===== config.mk =====
export PLATFORM = sky130hd
export DESIGN_NAME = array_min_normalizer
export DESIGN_NICKNAME = d
export VERILOG_FILES = /design/src/rtl/array_min_normalizer.sv
export SDC_FILE = /design/constraint.sdc
export NUM_CORES = 1
export LEC_CHECK = 0
export BUFFER_PORTS_ARGS = -buffer_cell sky130_fd_sc_hd__buf_2
export CORE_ASPECT_RATIO = 1.2
export CORE_MARGIN = 8
export CORE_UTILIZATION = 47
export CTS_BUF_LIST = sky130_fd_sc_hd__clkbuf_8
export DETAILED_ROUTE_END_ITERATION = 8
export PLACE_DENSITY_LB_ADDON = 0.08
export SLEW_MARGIN = 5
export SYNTH_ARGS = -nofsm -noshare
export SYNTH_HDL_FRONTEND = slang
export SYNTH_SLANG_ARGS = --single-unit

===== constraint.sdc =====
create_clock -name clk -period 4.5 [get_ports clk]
set_input_delay 0.225 -clock clk [delete_from_list [all_inputs] [get_ports clk]]
set_output_delay 0.225 -clock clk [all_outputs]
set_load 0.01 [all_outputs]

===== src/rtl/array_min_normalizer.sv =====
// Serial minimum search over a packed cost array, then subtraction of that minimum from every element.
// Optional early exit on a zero element is enabled by defining ARRMIN_ZERO_EXIT_EN.
module array_min_normalizer #(
    parameter  int dataW = 8,
    parameter  int ArrL  = 8,
    localparam int IdxW  = $clog2(ArrL) + 1
) (
    input  logic                  clk,
    input  logic                  rst,
    input  logic                  in_valid,
    output logic                  in_ready,
    input  logic [dataW*ArrL-1:0] in_arr,
    output logic                  out_valid,
    input  logic                  out_ready,
    output logic [dataW*ArrL-1:0] out_arr,
    output logic [dataW-1:0]      out_min,
    output logic                  busy
);

    typedef enum logic [1:0] {
        IDLE = 2'd0,
        SCAN = 2'd1,
        SUB  = 2'd2,
        HOLD = 2'd3
    } state_t;

    state_t                  state_r;
    logic [dataW*ArrL-1:0]   arr_r;
    logic [dataW-1:0]        min_r;
    logic [IdxW-1:0]         idx_r;
    logic [dataW-1:0]        in_elem0_s;
    logic [dataW-1:0]        cur_elem_s;
    logic [dataW-1:0]        scan_min_s;
    logic                    scan_last_s;

    // Array add/sub datapath in subtract mode: every element minus a common value.
    function automatic logic [dataW*ArrL-1:0] sub_array(
        input logic [dataW*ArrL-1:0] arr,
        input logic [dataW-1:0]      value
    );
        logic [dataW*ArrL-1:0] res;
        res = {(dataW*ArrL){1'b0}};
        for (int i = 0; i < ArrL; i++) begin
            res[i*dataW +: dataW] = arr[i*dataW +: dataW] - value;
        end
        return res;
    endfunction

    assign in_elem0_s  = in_arr[dataW-1:0];
    assign scan_min_s  = (cur_elem_s < min_r) ? cur_elem_s : min_r;
    assign scan_last_s = (idx_r == IdxW'(ArrL - 1));

    // Element selected by the scan index; a one-hot style mux avoids an out-of-range index.
    always_comb begin
        cur_elem_s = {dataW{1'b0}};
        for (int i = 0; i < ArrL; i++) begin
            cur_elem_s = (idx_r == IdxW'(i)) ? arr_r[i*dataW +: dataW] : cur_elem_s;
        end
    end

    // Sequencer FSM with all handshake and result outputs registered.
    always_ff @(posedge clk or posedge rst) begin
        if (rst) begin
            state_r   <= IDLE;
            arr_r     <= {(dataW*ArrL){1'b0}};
            min_r     <= {dataW{1'b0}};
            idx_r     <= {IdxW{1'b0}};
            in_ready  <= 1'b1;
            out_valid <= 1'b0;
            busy      <= 1'b0;
            out_arr   <= {(dataW*ArrL){1'b0}};
            out_min   <= {dataW{1'b0}};
        end else begin
            case (state_r)
                IDLE: begin
                    if (in_valid && in_ready) begin
                        arr_r    <= in_arr;
                        min_r    <= in_elem0_s;
                        idx_r    <= IdxW'(1);
                        in_ready <= 1'b0;
                        busy     <= 1'b1;
`ifdef ARRMIN_ZERO_EXIT_EN
                        if (in_elem0_s == {dataW{1'b0}}) begin
                            out_arr   <= in_arr;
                            out_min   <= {dataW{1'b0}};
                            out_valid <= 1'b1;
                            state_r   <= HOLD;
                        end else begin
                            state_r <= (ArrL == 1) ? SUB : SCAN;
                        end
`else
                        state_r <= (ArrL == 1) ? SUB : SCAN;
`endif
                    end
                end
                SCAN: begin
                    min_r <= scan_min_s;
                    idx_r <= idx_r + IdxW'(1);
`ifdef ARRMIN_ZERO_EXIT_EN
                    // A zero element already is the minimum, so the array passes through unchanged.
                    if (cur_elem_s == {dataW{1'b0}}) begin
                        out_arr   <= arr_r;
                        out_min   <= {dataW{1'b0}};
                        out_valid <= 1'b1;
                        state_r   <= HOLD;
                    end else if (scan_last_s) begin
                        state_r <= SUB;
                    end
`else
                    if (scan_last_s) begin
                        state_r <= SUB;
                    end
`endif
                end
                SUB: begin
                    out_arr   <= sub_array(arr_r, min_r);
                    out_min   <= min_r;
                    out_valid <= 1'b1;
                    state_r   <= HOLD;
                end
                HOLD: begin
                    if (out_ready) begin
                        out_valid <= 1'b0;
                        in_ready  <= 1'b1;
                        busy      <= 1'b0;
                        state_r   <= IDLE;
                    end
                end
                default: begin
                    out_valid <= 1'b0;
                    in_ready  <= 1'b1;
                    busy      <= 1'b0;
                    state_r   <= IDLE;
                end
            endcase
        end
    end

endmodule


==> results.json <==
{
  "status": "completed",
  "antenna_cells": 0,
  "slew_headroom_pct": 27.2,
  "power_density_nw_per_um2": 233,
  "place.gp.congestion": 0.891,
  "start_kind": "flip-flop",
  "clock_path_buffers": 2,
  "die_area_um2": 23600,
  "ys_seq_area_share_pct": 43.1,
  "synth_area_um2": 8890,
  "fin_crit_sh_pct": 88.6,
  "slowest_stage": "ha_1",
  "fp-row-count": 55,
  "p_leak_uw": 0.00565,
  "hold_buffers": 44,
  "fmax_ghz": 0.251,
  "yosysMostFrequentCell": "dfrtp_1",
  "drv_slew": 0,
  "cp_max_fo": 32,
  "postRouteAntennaNets": 0,
  "ff2ff_path_depth": 14,
  "grt_start_max_net_pins": 115,
  "synthToLayoutAreaGrowth_pct": 19.6,
  "synth_edf_count": 0,
  "grt_pass1_wl_mm": 38.2,
  "fin_hold_ws_ns": 0.00286,
  "worst-path-buf-inv": 1,
  "fin_tns_setup_ns": 0,
  "tightest_slew_ns": 1.09,
  "wl_per_cell_um": 19.0,
  "clk_latency_ns": 0.47,
  "htree_levels": 4,
  "die_h_um": 167,
  "drt_first_pass_iters": 4,
  "r2r-end": "min_r[1]",
  "cap_violations": 0,
  "post-dp-hpwl_mm": 17.3,
  "required_ns": 4.85,
  "multi_input_area_um2": 4700,
  "syn_area_per_cell_um2": 11.0,
  "yosys.area.top_type_share_pct": 42.8,
  "cts_setup_buffers": 0,
  "start_util_pct": 47.5,
  "async_flop_share_pct": 100,
  "reg2reg_slack_ns": 0.51,
  "vias": 6651,
  "vias_per_cell": 5.32,
  "drive_above_1_share_pct": 31.0,
  "syn_nets": 953,
  "skew_ns": 0.0139,
  "clock_sinks": 153,
  "syn-instance-count": 805,
  "endpoint_kind": "flip-flop",
  "die_w_um": 142,
  "synthFlopType": "dfrtp_1",
  "cts_made_buffers": 17,
  "p_total_uw": 2480,
  "path_common_cell": "a21oi_1",
  "fill_cells": 1671,
  "yosysUniqueCellTypes": 49,
  "drc": 0,
  "path_cells": "inv_1 > ha_1 > nand2_1 > a21oi_1 > a21oi_1 > o21a_1 > a211oi_1 > ha_1 > a21oi_1 > o21ai_1 > nor4b_1 > a31o_2 > a21oi_4 > a221o_1",
  "coreArea_um2": 18700,
  "synth_area_leader_cell": "dfrtp_1",
  "r2r_start": "idx_r[1]",
  "clockRootBuffer": "clkbuf_8",
  "routed_wl_mm": 23.8,
  "ctsResizeCount": 0,
  "clk_pin_slew_ns": 0.09,
  "fin_nets": 1129,
  "synth_area_leaders": "dfrtp_1, mux2_2, ha_1",
  "grt_antenna_before_repair": 0,
  "cp_data_arrival_time_ns": 4.33,
  "grtUsageTotal_pct": 20.8,
  "cpLargestDelayFamily": "compound AO/OA/AOI/OAI gates",
  "drt_iter0_drc": 325,
  "seqCellArea_um2": 3830,
  "grt_pass1_vias": 7296,
  "max_stage_delay_ns": 0.75,
  "overflow": 0,
  "criticalPathCategory": "flip-flop to flip-flop",
  "hold_viol_final": 0,
  "min_path_type": "input port to async pin",
  "yosys_warnings": 0,
  "setup_viol": 0,
  "port_buffers": 142,
  "tritoncts": "built",
  "ys_ff_latch": 153,
  "layout_min_cycle_time_ns": 3.99,
  "vdd_drop_max_uv": 175,
  "ioPinCount": 143,
  "rsz0062_at_grt": "no",
  "ys_top_cells_by_count": "dfrtp_1, mux2_2, a21oi_1"
}
state kept, by name, indices dropped and copies added (netlist names):
register   cells
out_valid      1
out_arr       64
in_ready       1
min_r          8
state_r        2
arr_r         64
idx_r          4
busy           1
out_min        8
worst max-delay path by stage:
stage,start,to,slack [ns],depth (start not counted)
after floorplan,rst,arr_r[0],0.16,1
after global placement,idx_r[1],min_r[7],0.81,14
after detailed placement,idx_r[1],min_r[6],0.58,14
after CTS,idx_r[1],min_r[1],0.55,14
after global routing,idx_r[1],min_r[1],0.15,14
final,idx_r[1],min_r[1],0.51,14
per-stage QoR:
stage                     instances  setup WS, ns  area (um2)  util (%)
after floorplan                 805         0.155        8890         -
after global placement         1174         0.812        9820      52.5
after detailed placement       1174         0.578        9820      52.5
after CTS                      1250         0.549       10600      56.8
after global routing           1250         0.151       10600      56.8
final                          1250         0.515       10600      56.8
cell usage in the layout, fill, tap and decap left out, types with 2 or more instances in the layout:
cell type and count:
xor2_1 8, dlygate4sd3_1 44, o21a_1 5, clkinv_2 6
a21oi_1 84, or2_2 3, clkbuf_8 17, inv_1 59
bufinv_16 2, nand3b_1 12, o21ai_0 22, a221oi_1 5
and3b_1 3, mux2i_1 4, a2bb2oi_1 7, a21o_1 15
buf_4 4, nand3_1 4, buf_2 142, nand2_1 35
fa_1 8, dfrtp_1 152, or3_1 5, clkinvlp_4 3
and3_1 7, o211ai_1 3, mux2_2 120, a211oi_1 9
o21bai_1 8, nand4_1 2, ha_1 71, xnor2_1 47
a221o_1 7, nor3_1 8, o21ai_1 4, nor2b_1 12
nor2_1 27, clkinv_4 2
metal layers:
layer | up-vias | part of all wire, % | GRT usage, %
li1 | 3193 | - | -
met1 | 3226 | 40 | 22.9
met3 | 55 | 5.2 | 4.81
met4 | 0 | 3.0 | 8.56
met2 | 177 | 52 | 37.4
met5 | - | 0 | 0
final cells by class:
type / instances / share of cell area (%)
multi-input cells: 560 / 44.2
flip-flops and latches: 153 / 36.0
repair buffers: 190 / 11.1
well taps: 256 / 3.01
clock buffers: 17 / 2.20
inverters: 59 / 2.13
clock inverters: 15 / 1.29
cells by family (layout without fill, tap and decap cells):
family	after synthesis	in the layout	synth area share, %
XOR/XNOR	55	55	5.42
multiplexers	124	124	15.7
adder cells (fa/ha/maj)	80	80	11.9
AO/OA/AOI/OAI	179	179	12.6
AND/OR/NAND/NOR	122	122	6.97
flip-flops	153	153	43.1
buffers and inverters	92	281	4.29
worst reg2reg max path, cell delays in order, from the launching register on:
cell,delay [ns]
dfrtp_1,0.43
inv_1,0.11
ha_1,0.75
nand2_1,0.12
a21oi_1,0.15
a21oi_1,0.07
o21a_1,0.21
a211oi_1,0.38
ha_1,0.33
a21oi_1,0.16
o21ai_1,0.10
nor4b_1,0.29
a31o_2,0.32
a21oi_4,0.11
a221o_1,0.33
where the power goes:
part / switching (uW) / internal [uW]
Sequential: 0 / 1370
Combinational: 46.2 / 46.7
Clock: 528 / 482
Total: 574 / 1900
Note: power is estimated with default switching activity, not from simulation.
